<file path="config.mk">
export PLATFORM = sky130hd
export DESIGN_NAME = aes_ctr_pad_gen
export DESIGN_NICKNAME = d
export VERILOG_FILES = /design/src/rtl/aes_ctr_pad_gen.sv
export SDC_FILE = /design/constraint.sdc
export NUM_CORES = 2
export LEC_CHECK = 0
export ABC_AREA = 1
export CORE_UTILIZATION = 39
export DETAILED_ROUTE_END_ITERATION = 8
export SLEW_MARGIN = 10
export SYNTH_ARGS = -nofsm -noshare
export SYNTH_HDL_FRONTEND = slang
export SYNTH_SLANG_ARGS = --single-unit
</file>
<file path="constraint.sdc">
create_clock -name clk -period 11.85 [get_ports clk]
set_clock_uncertainty 0.15 [all_clocks]
set_input_delay 2.37 -clock clk [delete_from_list [all_inputs] [get_ports clk]]
set_output_delay 2.37 -clock clk [all_outputs]
set_load 0.01 [all_outputs]
</file>
<file path="src/rtl/aes_ctr_pad_gen.sv">
// aes_ctr_pad_gen: counter-mode feeder and pad collector for a fixed-latency,
// non-stalling 128-bit AES pipeline. Credits bound the number of in-flight
// blocks so every pad that leaves the core always has a FIFO slot waiting.
module aes_ctr_pad_gen #(
    parameter int AES_LAT    = 11,
    parameter int FIFO_DEPTH = 16,
    parameter int CNT_W      = 16
) (
    input  logic             clk,
    input  logic             rst,
    input  logic             req_valid,
    output logic             req_ready,
    input  logic [127:0]     req_iv,
    input  logic [127:0]     req_key,
    input  logic [CNT_W-1:0] req_count,
    output logic [127:0]     aes_state,
    output logic [127:0]     aes_key,
    input  logic [127:0]     aes_out,
    output logic             pad_valid,
    input  logic             pad_ready,
    output logic [127:0]     pad_data,
    output logic             pad_last,
    output logic             busy
);
    localparam int AW = (FIFO_DEPTH > 1) ? $clog2(FIFO_DEPTH) : 1;
    localparam int CW = AW + 1;

    typedef enum logic {S_IDLE, S_ISSUE} state_t;

    state_t                r_state;
    logic [127:0]          r_ctr;
    logic [127:0]          r_key;
    logic [CNT_W-1:0]      r_rem;
    logic [127:0]          r_aes_state;
    logic [127:0]          r_aes_key;
    logic                  r_iss;
    logic                  r_iss_last;
    logic [AES_LAT:1]      r_dl_vld;
    logic [AES_LAT:1]      r_dl_last;
    logic [CW-1:0]         r_credits;
    logic [CW-1:0]         r_occ;
    logic [AW-1:0]         r_wptr;
    logic [AW-1:0]         r_rptr;
    logic [127:0]          r_mem_data [FIFO_DEPTH];
    logic [FIFO_DEPTH-1:0] r_mem_last;

    logic w_issue;
    logic w_wr;
    logic w_pop;

    assign w_issue = (r_state == S_ISSUE) && (r_credits != '0);
    assign w_wr    = r_dl_vld[AES_LAT];
    assign w_pop   = pad_valid && pad_ready;

    // Request FSM: accepts a request, then streams counter blocks into the core
    always_ff @(posedge clk) begin
        if (rst) begin
            r_state     <= S_IDLE;
            r_ctr       <= '0;
            r_key       <= '0;
            r_rem       <= '0;
            r_aes_state <= '0;
            r_aes_key   <= '0;
            r_iss       <= 1'b0;
            r_iss_last  <= 1'b0;
        end else begin
            r_iss      <= 1'b0;
            r_iss_last <= 1'b0;
            case (r_state)
                S_IDLE: begin
                    if (req_valid) begin
                        r_ctr <= req_iv;
                        r_key <= req_key;
                        r_rem <= req_count;
                        // A zero-length request completes in the handshake alone
                        if (req_count != '0)
                            r_state <= S_ISSUE;
                    end
                end
                S_ISSUE: begin
                    if (w_issue) begin
                        r_aes_state <= r_ctr;
                        r_aes_key   <= r_key;
                        r_iss       <= 1'b1;
                        r_iss_last  <= (r_rem == CNT_W'(1));
                        // Only the low 64 bits count; the upper half is a fixed nonce
                        r_ctr       <= {r_ctr[127:64], r_ctr[63:0] + 64'd1};
                        r_rem       <= r_rem - CNT_W'(1);
                        if (r_rem == CNT_W'(1))
                            r_state <= S_IDLE;
                    end
                end
                default: r_state <= S_IDLE;
            endcase
        end
    end

    // Delay line tracking {valid, last} through the core latency
    always_ff @(posedge clk) begin
        if (rst) begin
            r_dl_vld  <= '0;
            r_dl_last <= '0;
        end else begin
            r_dl_vld[1]  <= r_iss;
            r_dl_last[1] <= r_iss_last;
            for (int k = 2; k <= AES_LAT; k++) begin
                r_dl_vld[k]  <= r_dl_vld[k-1];
                r_dl_last[k] <= r_dl_last[k-1];
            end
        end
    end

    // Credits: one per free FIFO slot not already claimed by an in-flight block
    always_ff @(posedge clk) begin
        if (rst)
            r_credits <= CW'(FIFO_DEPTH);
        else if (w_issue && !w_pop)
            r_credits <= r_credits - CW'(1);
        else if (w_pop && !w_issue)
            r_credits <= r_credits + CW'(1);
    end

    // FIFO pointers and occupancy
    always_ff @(posedge clk) begin
        if (rst) begin
            r_wptr <= '0;
            r_rptr <= '0;
            r_occ  <= '0;
        end else begin
            if (w_wr)
                r_wptr <= r_wptr + AW'(1);
            if (w_pop)
                r_rptr <= r_rptr + AW'(1);
            if (w_wr && !w_pop)
                r_occ <= r_occ + CW'(1);
            else if (w_pop && !w_wr)
                r_occ <= r_occ - CW'(1);
        end
    end

    // FIFO storage; contents are masked at the outputs while empty
    always_ff @(posedge clk) begin
        if (w_wr) begin
            r_mem_data[r_wptr] <= aes_out;
            r_mem_last[r_wptr] <= r_dl_last[AES_LAT];
        end
    end

    assign req_ready = (r_state == S_IDLE) && !rst;
    assign aes_state = r_aes_state;
    assign aes_key   = r_aes_key;
    assign pad_valid = (r_occ != '0);
    assign pad_data  = pad_valid ? r_mem_data[r_rptr] : '0;
    assign pad_last  = pad_valid && r_mem_last[r_rptr];
    assign busy      = (r_state != S_IDLE) || r_iss || (|r_dl_vld) || pad_valid;

endmodule

</file>
==> flow_summary.yaml <==
cts:
  cts_buffers: 292
  cts-hold-fix-buffers: 0
  post_cts_resized: 0
  cts_sinks: 2639
  clk_pin_slew_ps: 60
  cts_tree: "yes"
  cts_buffer_depth: 4
  cts_root_buf: "clkbuf_16"
  htreeDepth: 5
  cts_setup_buffers: 0
  clock_insertion_delay_worst_skew_ps: 840
route:
  vias: 72677
  wl_um: 330000
  dr.pass1.iters: 5
  wl_per_cell_um: 25.4
  remaining_drc_errors: 0
  ant_nets: 0
  first_iter_violations: 7282
  post_drt_via_cell_ratio: 5.60
placement:
  placed_cell_area_um2: 113000
  portBuffers: 791
  place.detailed.hpwl_um: 176000
  routabilityCongestion: 0.893
critical_path:
  startpoint_type: "flip-flop"
  crit_cells: 7
  reg2regPathDepth: 7
  crit_path_end_kind: "primary output"
  crit_type: "flip-flop to primary output"
  path_cells: "buf_12, buf_4, o21ai_0, o221ai_1, nand3_1, a21oi_1, clkdlybuf4s50_1"
  crit_family: "buffers and inverters"
  r2r_end: "r_ctr[63]"
  max_stage_delay_ps: 1010
  critPathArrivalTime_ps: 5810
  worstPathMaxFanout: 222
  slowest_stage: "dfxtp_4"
  cp.required_ps: 9330
  crit_buf_inv: 3
  reg2reg_from: "r_state"
  r2r_setup_slack_ps: 7710
cells_and_area:
  fin_area_um2: 122000
  final_nets: 9658
  final_cell_mix: "edfxtp_1, nor2_1, o21ai_0"
  layout_commonest_cell: "edfxtp_1"
  areaGrowthSynthToFinish_pct: 19.5
  drive_gt1_frac: 0.0588
  nFillCells: 23319
synth:
  synthFlopType: "edfxtp_1"
  seq_area_frac_synth: 0.717
  ys_ff_latch: 2639
  avgSynthCellArea_um2: 11.8
  syn_nets: 9122
  syn-cell-area_um2: 102000
  synthArstFlopShare: 0
  synthCells: 8701
  yosys_warnings: 0
  synth_edf_count: 2064
  synth_cell_types: 40
global_routing:
  grt_pass1_vias: 69585
  antenna_found_initial: 65
  grt_first_pass_wirelength_um: 475000
  grt_max_degree: 379
  grt_util_all_layers: 0.240
  gr-total-overflow: 0
timing:
  setup_viol: 0
  fin_crit_ps: 8330
  rsz0062_at_grt: "no"
  slew-limit-headroom: 0.110
  period_share: 0.703
  final-hold-violation-count: 0
  maxSlewViolCount: 0
  finalSetupTns_ps: 0
  timing.fmax_ghz: 0.120
  worst_slew_pin_slew_ps: 1340
power_and_ir_drop:
  power_density_nw_per_um2: 207
  ir_worst_vdd_uv: 207
  p_leak_nw: 39.8
die:
  fp.dieH_um: 515
  io_pins: 792
  die-area_um2: 265000
  die_x_um: 515
  start_util: 0.394
  placement_rows: 187
  core_um2: 260000
worst_hold_path:
  min_path_type: "flip-flop to flip-flop"
  min_to: "r_dl_last[9]"
  hold_depth: 2
  min_from: "r_dl_last[8]"
run:
  max-cap-violations: 0
status:
  status: "complete, no violations"
[per-layer routing]
| metal | up-vias | wire length (µm) | global-route usage |
|---|---|---|---|
| met5 | - | 361 | 0 |
| met4 | 58 | 13000 | 0.0970 |
| met3 | 626 | 27700 | 0.0539 |
| met2 | 2906 | 156000 | 0.391 |
| met1 | 36265 | 132000 | 0.309 |
| li1 | 32822 | - | - |
[final cells by class]
| class | instances | area [µm²] | area share |
|---|---|---|---|
| Clock buffer | 360 | 7740 | 0.0632 |
| Inverter | 173 | 721 | 0.00588 |
| Clock inverter | 151 | 1530 | 0.0125 |
| Multi-Input combinational cell | 5252 | 25700 | 0.210 |
| Tap cell | 3496 | 4370 | 0.0357 |
| Sequential cell | 2639 | 73500 | 0.600 |
| Antenna cell | 20 | 50.0 | 0.000409 |
| Timing Repair Buffer | 879 | 8800 | 0.0718 |
[power by group]
group / total (mW) / switching [mW] / internal (mW)
Sequential: 10.5 / 0.255 / 10.2
Combinational: 6.08 / 3.98 / 2.10
Clock: 8.84 / 3.73 / 5.11
Total: 25.4 / 7.97 / 17.4
[through the flow]
| stage | worst slack [ps] | cells | hold WS [ps] | util | total power [mW] |
|---|---|---|---|---|---|
| 2_1_floorplan | 4950 | 8701 | 238 | - | 13.9 |
| 3_3_place_gp | 4700 | 12439 | 251 | 0.435 | 16.6 |
| 3_5_place_dp | 4650 | 12439 | 245 | 0.435 | 16.7 |
| 4_1_cts | 3710 | 12950 | 259 | 0.470 | 25.5 |
| 5_1_grt | 3380 | 12967 | 279 | 0.470 | 26.4 |
| 6_report | 3520 | 12970 | 256 | 0.470 | 25.4 |
[sequential cells by signal, summed over array words and instances (netlist names), named ones only]
signal	cells
r_dl_vld	11
r_key	128
r_rem	16
r_ctr	128
aes_key	128
r_iss_last	1
r_state	1
r_rptr	4
r_credits	5
r_mem_last	16
r_iss	1
aes_state	128
r_wptr	4
r_mem_data	2048
r_occ	5
r_dl_last	11
[cell families (layout without fill, tap and decap cells)]
kind of cell	after synthesis	after routing	share of synthesized area
AOI/OAI and AO/OA	2568	2568	0.145
buffers and inverters	810	1563	0.0331
xor gates and xnor gates	21	21	0.00179
and+or+nand+nor	2646	2646	0.101
adders and majority gates	17	17	0.00215
DFF	2639	2639	0.717
other	0	20	0
[synthesized netlist by cell type, types with 28 or more instances]
master,instances,share of area
edfxtp_1,2064,0.60
o211ai_1,139,0.010
nand3_1,197,0.0096
o221ai_1,382,0.033
buf_2,104,0.0051
o22ai_1,141,0.0086
clkbuf_1,467,0.017
buf_4,28,0.0021
dfxtp_1,575,0.11
nor2_1,2064,0.076
inv_1,165,0.0060
a21oi_1,254,0.012
nand2_1,313,0.011
o21ai_0,1605,0.078
[worst max-delay path by stage]
stage	startpoint	endpoint
6_report	flip-flop	pad_data[46]
5_1_grt	flip-flop	pad_data[46]
4_1_cts	flip-flop	pad_data[46]
3_5_place_dp	flip-flop	pad_data[46]
3_3_place_gp	flip-flop	pad_data[46]
2_1_floorplan	r_dl_vld[11]	r_mem_data[11][0]
[tightest hold or removal path, cell delays in order, from the launching register on]
cell and delay [ps]:
dfxtp_1 290, inv_1 40, nor2_1 30
Note: power is estimated with default switching activity, not from simulation.
